$ cat src/rtl/clint_int_source.sv
// Machine timer / software interrupt source: mtime, mtimecmp and msip behind a
// 32-bit register port, raising level requests that the core retires with ack pulses.
module clint_int_source #(
  parameter int          TICK_DIV     = 1,
  parameter logic [63:0] MTIMECMP_RST = 64'hFFFF_FFFF_FFFF_FFFF
) (
  input  logic        clk,
  input  logic        rst_n,
  input  logic        reg_req_valid,
  input  logic        reg_write,
  input  logic [4:0]  reg_addr,
  input  logic [31:0] reg_wdata,
  output logic [31:0] reg_rdata,
  output logic        reg_rvalid,
  output logic        all_intif_int_timer_req,
  output logic        all_intif_int_software_req,
  input  logic        intif_all_int_timer_ack,
  input  logic        intif_all_int_software_ack
);

  localparam int             PW      = (TICK_DIV > 1) ? $clog2(TICK_DIV) : 1;
  localparam logic [PW-1:0]  PS_LAST = PW'(TICK_DIV - 1);

  typedef enum logic [1:0] {ARMED, REQ, DONE} timer_state_t;

  timer_state_t   state_q, state_d;
  logic [63:0]    mtime;
  logic [63:0]    mtimecmp;
  logic           msip;
  logic [PW-1:0]  prescaler;
  logic [31:0]    rd_mux;
  logic           wr, rd, tick, cmp_hit;
  logic           wr_msip, wr_cmp_lo, wr_cmp_hi, wr_time_lo, wr_time_hi;

  assign wr         = reg_req_valid & reg_write;
  assign rd         = reg_req_valid & ~reg_write;
  assign wr_msip    = wr & (reg_addr == 5'h00);
  assign wr_cmp_lo  = wr & (reg_addr == 5'h08);
  assign wr_cmp_hi  = wr & (reg_addr == 5'h0C);
  assign wr_time_lo = wr & (reg_addr == 5'h10);
  assign wr_time_hi = wr & (reg_addr == 5'h14);
  assign tick       = (prescaler == PS_LAST);
  assign cmp_hit    = (mtime >= mtimecmp);

  always_comb begin
    rd_mux = 32'h0;
    case (reg_addr)
      5'h00:   rd_mux = {31'b0, msip};
      5'h08:   rd_mux = mtimecmp[31:0];
      5'h0C:   rd_mux = mtimecmp[63:32];
      5'h10:   rd_mux = mtime[31:0];
      5'h14:   rd_mux = mtime[63:32];
      default: rd_mux = 32'h0;
    endcase
  end

  // A software write to mtime restarts the prescaler so the next tick is a full period away.
  always_ff @(posedge clk or negedge rst_n) begin
    if (!rst_n) begin
      mtime     <= 64'h0;
      prescaler <= '0;
    end else if (wr_time_lo || wr_time_hi) begin
      prescaler <= '0;
      if (wr_time_lo) mtime[31:0]  <= reg_wdata;
      if (wr_time_hi) mtime[63:32] <= reg_wdata;
    end else if (tick) begin
      prescaler <= '0;
      mtime     <= mtime + 64'd1;
    end else begin
      prescaler <= prescaler + 1'b1;
    end
  end

  always_ff @(posedge clk or negedge rst_n) begin
    if (!rst_n) begin
      mtimecmp   <= MTIMECMP_RST;
      msip       <= 1'b0;
      reg_rdata  <= 32'h0;
      reg_rvalid <= 1'b0;
    end else begin
      if (wr_cmp_lo) mtimecmp[31:0]  <= reg_wdata;
      if (wr_cmp_hi) mtimecmp[63:32] <= reg_wdata;
      if (wr_msip)
        msip <= reg_wdata[0];
      else if (intif_all_int_software_ack)
        msip <= 1'b0;
      reg_rvalid <= rd;
      if (rd) reg_rdata <= rd_mux;
    end
  end

  always_ff @(posedge clk or negedge rst_n) begin
    if (!rst_n) state_q <= ARMED;
    else        state_q <= state_d;
  end

  // DONE is left only by reprogramming mtimecmp, so a wrap of mtime cannot re-raise the request.
  always_comb begin
    state_d = state_q;
    case (state_q)
      ARMED:   if (cmp_hit) state_d = REQ;
      REQ:     if (intif_all_int_timer_ack) state_d = DONE;
      DONE:    state_d = DONE;
      default: state_d = ARMED;
    endcase
    if (wr_cmp_lo || wr_cmp_hi) state_d = ARMED;
  end

  assign all_intif_int_timer_req    = (state_q == REQ);
  assign all_intif_int_software_req = msip;

endmodule
$ cat config.mk
export PLATFORM = sky130hd
export DESIGN_NAME = clint_int_source
export DESIGN_NICKNAME = d
export VERILOG_FILES = /design/src/rtl/clint_int_source.sv
export SDC_FILE = /design/constraint.sdc
export NUM_CORES = 1
export LEC_CHECK = 0
export CORE_AREA = 5 5 105 181
export CTS_CLUSTER_DIAMETER = 60
export CTS_CLUSTER_SIZE = 8
export DETAILED_ROUTE_END_ITERATION = 6
export DIE_AREA = 0 0 110 186
export PLACE_DENSITY = 0.88
export SYNTH_ARGS = -nofsm -noshare
export SYNTH_HDL_FRONTEND = slang
export SYNTH_SLANG_ARGS = --single-unit
$ cat constraint.sdc
create_clock -name clk -period 2.6 [get_ports clk]
set_input_delay 0.39 -clock clk [delete_from_list [all_inputs] [get_ports clk]]
set_output_delay 0.39 -clock clk [all_outputs]
set_load 0.02 [all_outputs]
==> out/metrics.json, run 1 <==
{
  "timing": {
    "period_share_pct": 98.5,
    "hold_ws_ps": 445,
    "maxSlewHeadroom_pct": 57.9,
    "maximum_clock_frequency_ghz": 0.390,
    "finalHoldViolations": 0,
    "worstMarginPinSlew_ps": 629,
    "finClkSkew_ps": 11.0,
    "drv_slew": 0,
    "worst_slack_ps": 38.6,
    "setup_viol": 0,
    "period_needed_ps": 2560
  },
  "place": {
    "postPlaceCellArea_um2": 11700,
    "routabilityCongestion": 1.00,
    "buffer_ports.inserted": 77,
    "place.detailed.hpwl_mm": 23.3,
    "post_place_setup_slack_ps": 30.9
  },
  "worst_hold_path": {
    "worstHoldPathType": "primary input to asynchronous set/reset pin"
  },
  "clocking": {
    "worst_skew_pair.late_latency_ps": 450,
    "path_clk_slew_ps": 70,
    "cts_buffers": 17,
    "clock_sink_count": 164,
    "clock_path_buffers": 2,
    "h-tree-depth": 4,
    "clock_tree.root_cell": "sky130_fd_sc_hd__clkbuf_16",
    "tritoncts": "built"
  },
  "final_layout": {
    "design.final.nets": 1361,
    "syn2layout_area_growth_pct": 23.1,
    "utilization_pct": 71.2,
    "insertedDiodeCount": 0,
    "mostFrequentLayoutCells": "sky130_fd_sc_hd__nand2_1, sky130_fd_sc_hd__dfrtp_1, sky130_fd_sc_hd__o21ai_0",
    "layout_commonest_cell": "sky130_fd_sc_hd__nand2_1",
    "post_route_cells_drive_above_1_share_pct": 21.0,
    "finalInstanceArea_um2": 12400
  },
  "critical_path": {
    "timing.critical_path.fanout_max": 2,
    "timing_worst_setup_path_type": "flip-flop to flip-flop",
    "setup.worst_path.end_class": "flip-flop",
    "cp.required_ps": 2940,
    "crit_arrival_ps": 2900,
    "startpoint_type": "flip-flop"
  },
  "logic_synthesis": {
    "synth.area.top_cells": "sky130_fd_sc_hd__dfrtp_1, sky130_fd_sc_hd__dfstp_2, sky130_fd_sc_hd__ha_1",
    "xor_xnor_cell_area_share_of_the_yosys_netlist_pct": 0.872,
    "synth_nets": 1233,
    "muxShareOfSynthArea_pct": 3.80,
    "number_of_synthesized_flops_with_an_enable_pin": 0,
    "yosysSeqAreaShare_pct": 41.7,
    "synth_area_per_cell_um2": 8.94,
    "yosysUniqueCellTypes": 74,
    "async_reset_ff_share_pct": 100,
    "synth_warnings": 0,
    "synthFlopType": "sky130_fd_sc_hd__dfrtp_1",
    "synth-seq-cells": 164,
    "synth_compound_area_share_pct": 21.1,
    "synth_top_family_by_area": "compound AO/OA/AOI/OAI gates",
    "synthDominantAreaCellType": "sky130_fd_sc_hd__dfrtp_1",
    "post_synth_fa_ha_maj_area_fraction_pct": 8.35,
    "syn_area_um2": 10000,
    "post-synth-top-area-fraction_pct": 24.9,
    "synth_cells": 1123,
    "post_synth_and_or_nand_nor_area_fraction_pct": 18.6
  },
  "drt": {
    "dr_total_vias": 10100,
    "first_pass_iters": 7,
    "drcViolationCount": 2,
    "vias_per_cell": 6.75,
    "drt_first_iter_violations": 1277,
    "route.detailed.wl_per_inst_um": 22.2,
    "final_antenna_net_count": 0,
    "routed_wirelength_mm": 33.3
  },
  "pwr": {
    "internal-power_mw": 5.70,
    "pwr-share-clk_pct": 31.9,
    "pwr_density_cell_nw_per_um2": 702,
    "p_switching_mw": 2.98,
    "worst_ir_drop_vdd_mv": 0.493,
    "combPwrFrac_pct": 28.0,
    "power_leakage_nw": 5.44,
    "power.share.switching_pct": 34.4,
    "fraction_of_power_consumed_by_sequential_logic_pct": 40.1
  },
  "die": {
    "initial_standard_cell_utilization_of_the_core_pct": 57.8,
    "floorplan.die_area_um2": 20500,
    "top_level_ports": 78,
    "placementRows": 64,
    "coreArea_um2": 17400,
    "fp.dieH_um": 186,
    "die_x_um": 110
  },
  "run_status": {
    "violated_checks": "design-rule violations",
    "status": "finished, violations left"
  },
  "grt": {
    "grt_max_degree": 52,
    "groute.usage.overall_pct": 34.1,
    "grt_pass1_vias": 10400,
    "grt-ovfl-total": 0,
    "grt_antenna_before_repair": 0,
    "grt_pass1_wl_mm": 53.4
  },
  "flow_run": {
    "drv_cap": 0
  }
}
cells in the mapped netlist (3+ instances only):
master / count
sky130_fd_sc_hd__dfrtp_1: 100
sky130_fd_sc_hd__nor2_1: 60
sky130_fd_sc_hd__a22o_1: 34
sky130_fd_sc_hd__nand3_1: 42
sky130_fd_sc_hd__nand2b_1: 4
sky130_fd_sc_hd__nor3_1: 21
sky130_fd_sc_hd__or3_1: 3
sky130_fd_sc_hd__inv_1: 81
sky130_fd_sc_hd__o22a_1: 10
sky130_fd_sc_hd__a21oi_1: 89
sky130_fd_sc_hd__nand3b_1: 3
sky130_fd_sc_hd__a31oi_1: 9
sky130_fd_sc_hd__mux2_2: 33
sky130_fd_sc_hd__xnor2_1: 4
sky130_fd_sc_hd__buf_2: 7
sky130_fd_sc_hd__nor4b_1: 3
sky130_fd_sc_hd__dfstp_2: 64
sky130_fd_sc_hd__a222oi_1: 32
sky130_fd_sc_hd__ha_1: 67
sky130_fd_sc_hd__o21ai_0: 95
sky130_fd_sc_hd__clkbuf_1: 49
sky130_fd_sc_hd__nand4_1: 21
sky130_fd_sc_hd__a211oi_1: 4
sky130_fd_sc_hd__nand2_2: 3
sky130_fd_sc_hd__buf_1: 7
sky130_fd_sc_hd__nand2_1: 162
sky130_fd_sc_hd__and3_1: 6
sky130_fd_sc_hd__nor2b_1: 5
sky130_fd_sc_hd__and2_1: 9
sky130_fd_sc_hd__o22ai_1: 16
sky130_fd_sc_hd__xor2_1: 6
sky130_fd_sc_hd__a221o_1: 3
sky130_fd_sc_hd__nor4_1: 6
sky130_fd_sc_hd__and4_1: 7
sky130_fd_sc_hd__a221oi_1: 5
sequential cells by signal, indices dropped and copies added (netlist names):
name                        cells
mtimecmp                       64
reg_rvalid                      1
all_intif_int_software_req      1
mtime                          64
reg_rdata                      32
state_q                         2
area by class of cell:
class | instances | area [µm²]
Clock inverter | 15 | 205
Clock buffer | 17 | 425
Inverter | 81 | 304
Sequential cell | 164 | 4180
Timing Repair Buffer | 174 | 1590
Multi-Input combinational cell | 813 | 5370
Tap cell | 231 | 289
Fill cell | 1183 | 5010
metrics by stage:
step / TNS, ps / power, mW / std cells
2_1_floorplan: 0 / 4.73 / 1123
3_3_place_gp: 0 / 5.63 / 1461
3_5_place_dp: 0 / 5.77 / 1461
4_1_cts: 0 / 8.59 / 1494
5_1_grt: -26.5 / 9.08 / 1495
6_report: 0 / 8.68 / 1495
what timing repair did:
action,CTS,global route
hold buffers,1,0
pin swaps,1,3
resized for setup,2,10
endpoints found under the setup margin,7,13
setup buffers,0,1
hold endpoints to repair,32,0
kinds of logic after synthesis:
family | after synthesis
buffers and inverters | 146
AO/OA/AOI/OAI | 324
adder cells (fa/ha/maj) | 67
multiplexers | 34
AND/OR/NAND/NOR | 378
XOR/XNOR | 10
flip-flops | 164
critical path, stage by stage, from the launching register on:
cell                       delay (ps)
sky130_fd_sc_hd__dfstp_2          540
sky130_fd_sc_hd__inv_1             70
sky130_fd_sc_hd__ha_1             290
sky130_fd_sc_hd__buf_4            140
sky130_fd_sc_hd__a21oi_1          180
sky130_fd_sc_hd__o21ai_0          130
sky130_fd_sc_hd__buf_4            160
sky130_fd_sc_hd__a211oi_2         200
sky130_fd_sc_hd__nor3_1            80
sky130_fd_sc_hd__buf_4            160
sky130_fd_sc_hd__o21ai_1          150
sky130_fd_sc_hd__nand3_1          120
sky130_fd_sc_hd__a22o_1           240
worst paths after layout:
kind,slack (ps),startpoint,cells after the start,endpoint
max in group asynchronous,1340,rst_n,3,mtimecmp[51]
hold / removal,440,rst_n,2,reg_rdata[11]
hold reg to reg,510,reg_rdata[31],1,reg_rdata[31]
min in group clk,510,reg_rdata[31],1,reg_rdata[31]
setup reg to reg,40,mtimecmp[9],12,state_q[0]
setup / recovery,40,mtimecmp[9],12,state_q[0]
layer usage:
metal / up-vias / global-route usage, % / routed length, µm
met5: - / 0 / 0
met4: 0 / 29.0 / 3120
met2: 706 / 56.8 / 16700
met3: 240 / 8.26 / 2670
met1: 4782 / 35.3 / 10700
li1: 4361 / - / -
power groups by stage:
stage	clock (mW)	sequential, mW	combinational [mW]
3_3_place_gp	0	3.46	2.17
6_report	2.77	3.48	2.43
5_1_grt	2.89	3.52	2.67
3_5_place_dp	0	3.49	2.28
2_1_floorplan	0	3.47	1.26
4_1_cts	2.78	3.46	2.35
Power figures use the tool's default switching activity.
==> run 2, diff against run 1 <==
Settings changed: CORE_AREA 5 5 105 181 to 2 2 102 178, DIE_AREA 0 0 110 186 to 0 0 104 180.
==> run 2 against run 1 <==
Net effect:
- sequential share of layout area down 0.17 points
- die area down 8.5%
- critical path type unchanged
- clock power up 7.2%
- highest routed layer unchanged
- worst setup slack better by 64 ps
- critical path depth down 4
- fmax up 2.6%
- register-to-register slack better by 60 ps
- via count down 2.8%
- clock skew up 1.5 ps
- first-iteration DRC count down 20%
- the run still ends with design-rule violations left
- sequential power up 1%
==> out/metrics.json, run 2 (synthesized netlist as in run 1, its figures left out) <==
{
  "pwr": {
    "power_leakage_nw": 5.47,
    "post-layout-total-power_mw": 8.82,
    "pwr-share-clk_pct": 33.6,
    "worst_ir_drop_vdd_mv": 0.485,
    "internal-power_mw": 5.96,
    "p_switching_mw": 2.86,
    "combPwrFrac_pct": 26.5,
    "pwr_density_cell_nw_per_um2": 709,
    "fraction_of_power_consumed_by_sequential_logic_pct": 39.9,
    "power.share.switching_pct": 32.5
  },
  "place": {
    "buffer_ports.inserted": 77,
    "numPlacedInstances": 1463,
    "postPlaceCellArea_um2": 11700,
    "post_place_setup_slack_ps": 79.3,
    "place.detailed.hpwl_mm": 22.7,
    "routabilityCongestion": 0.956
  },
  "timing": {
    "finalHoldViolations": 0,
    "finClkSkew_ps": 12.5,
    "maxSlewHeadroom_pct": 55.6,
    "worstMarginPinSlew_ps": 666,
    "rsz0062_at_grt": "false",
    "period_needed_ps": 2500,
    "period_share_pct": 96.1,
    "drv_slew": 0,
    "setup-tns-final_ps": 0,
    "worst_slack_ps": 103,
    "hold_ws_ps": 505,
    "setup_viol": 0,
    "maximum_clock_frequency_ghz": 0.400
  },
  "drt": {
    "drcViolationCount": 1,
    "drt_first_iter_violations": 1023,
    "routed_wirelength_mm": 32.1,
    "vias_per_cell": 6.55,
    "route.detailed.wl_per_inst_um": 21.5,
    "dr_total_vias": 9802,
    "first_pass_iters": 7,
    "final_antenna_net_count": 0
  },
  "die": {
    "initial_standard_cell_utilization_of_the_core_pct": 58.1,
    "top_level_ports": 78,
    "floorplan.die_area_um2": 18700,
    "placementRows": 64,
    "die_x_um": 104,
    "coreArea_um2": 17300,
    "fp.dieH_um": 180
  },
  "critical_path": {
    "timing_worst_setup_path_type": "flip-flop to flip-flop",
    "cp.required_ps": 2940,
    "startpoint_type": "flip-flop",
    "timing.critical_path.fanout_max": 8,
    "crit_arrival_ps": 2830,
    "setup.worst_path.end_class": "flip-flop"
  },
  "final_layout": {
    "insertedDiodeCount": 0,
    "design.final.nets": 1363,
    "post_route_cells_drive_above_1_share_pct": 21.0,
    "reg.largest.list": "mtime: 64 flops, mtimecmp: 64 flops, reg_rdata: 32 flops",
    "layout_commonest_cell": "sky130_fd_sc_hd__nand2_1",
    "mostFrequentLayoutCells": "sky130_fd_sc_hd__nand2_1, sky130_fd_sc_hd__dfrtp_1, sky130_fd_sc_hd__o21ai_0",
    "fin_cells": 1497,
    "finalInstanceArea_um2": 12400,
    "utilization_pct": 71.9,
    "syn2layout_area_growth_pct": 23.8
  },
  "clocking": {
    "tritoncts": "built",
    "clock_tree.root_cell": "sky130_fd_sc_hd__clkbuf_16",
    "clock_sink_count": 164,
    "clock_path_buffers": 2,
    "h-tree-depth": 4,
    "cts_buffers": 17,
    "worst_skew_pair.late_latency_ps": 460,
    "path_clk_slew_ps": 60
  },
  "run_status": {
    "status": "finished, violations left",
    "violated_checks": "design-rule violations"
  },
  "grt": {
    "grt_max_degree": 65,
    "grt_pass1_wl_mm": 51.2,
    "grt_pass1_vias": 10200,
    "grt_antenna_before_repair": 0,
    "grt-ovfl-total": 0,
    "groute.usage.overall_pct": 34.8
  },
  "worst_hold_path": {
    "worstHoldPathType": "flip-flop to flip-flop"
  },
  "flow_run": {
    "drv_cap": 0
  }
}
==> run 2: cell count changes in the layout (fill, tap and decap cells not counted), moves of 3 or more <==
| cell | delta |
|---|---|
| sky130_fd_sc_hd__clkinv_4 | +3 |
| sky130_fd_sc_hd__nor3_2 | -3 |
| sky130_fd_sc_hd__bufinv_16 | +3 |
| sky130_fd_sc_hd__inv_8 | -4 |
| sky130_fd_sc_hd__inv_6 | -8 |
| sky130_fd_sc_hd__nor3_1 | +3 |
==> run 2: path summary, 6_finish.rpt <==
path | start | to | slack, ps | cells after the start
max | mtime[1] | mtime[63] | 100 | 8
max in group asynchronous | rst_n | mtimecmp[14] | 1290 | 3
min | reg_rdata[26] | reg_rdata[26] | 500 | 1
min reg2reg | reg_rdata[26] | reg_rdata[26] | 500 | 1
min in group asynchronous | rst_n | mtime[6] | 510 | 2
max reg2reg | mtime[1] | mtime[63] | 100 | 8
==> run 2: per-layer routing <==
| metal | vias up | wire [µm] | GRT usage, % |
|---|---|---|---|
| met5 | - | 0 | 0 |
| met1 | 4719 | 11000 | 36.6 |
| met4 | 0 | 2750 | 29.5 |
| li1 | 4351 | - | - |
| met3 | 185 | 2230 | 7.25 |
| met2 | 547 | 16100 | 58.9 |
==> run 2: what timing repair did <==
action / 4_1_cts / 5_1_grt
hold buffers: 1 / 0
setup buffers: 0 / 1
hold endpoints to repair: 32 / 0
endpoints found under the setup margin: 0 / 4
resized for setup: 0 / 10
==> run 2: power by group through the flow <==
| stage | combinational, mW | clock, mW | sequential (mW) |
|---|---|---|---|
| final | 2.34 | 2.97 | 3.52 |
| after global routing | 2.56 | 3.07 | 3.56 |
| after CTS | 2.26 | 2.96 | 3.49 |
| after detailed placement | 2.21 | 0 | 3.53 |
| after global placement | 2.10 | 0 | 3.50 |
| after floorplan | 1.26 | 0 | 3.47 |
==> run 2: cell type report <==
| type | instances | area (µm²) |
|---|---|---|
| Clock buffer | 20 | 457 |
| Clock inverter | 12 | 226 |
| Fill cell | 1232 | 4860 |
| Inverter | 81 | 304 |
| Multi-Input combinational cell | 813 | 5360 |
| Sequential cell | 164 | 4190 |
| Tap cell | 231 | 289 |
| Timing Repair Buffer | 176 | 1620 |
==> run 2: worst max-delay path: stages, from the launching register on <==
cell	delay, ps
sky130_fd_sc_hd__dfrtp_1	460
sky130_fd_sc_hd__nand3_2	210
sky130_fd_sc_hd__nor4_4	310
sky130_fd_sc_hd__buf_4	190
sky130_fd_sc_hd__and4_2	330
sky130_fd_sc_hd__nand4_4	210
sky130_fd_sc_hd__nor3_2	230
sky130_fd_sc_hd__o21ai_0	120
sky130_fd_sc_hd__a221o_1	320
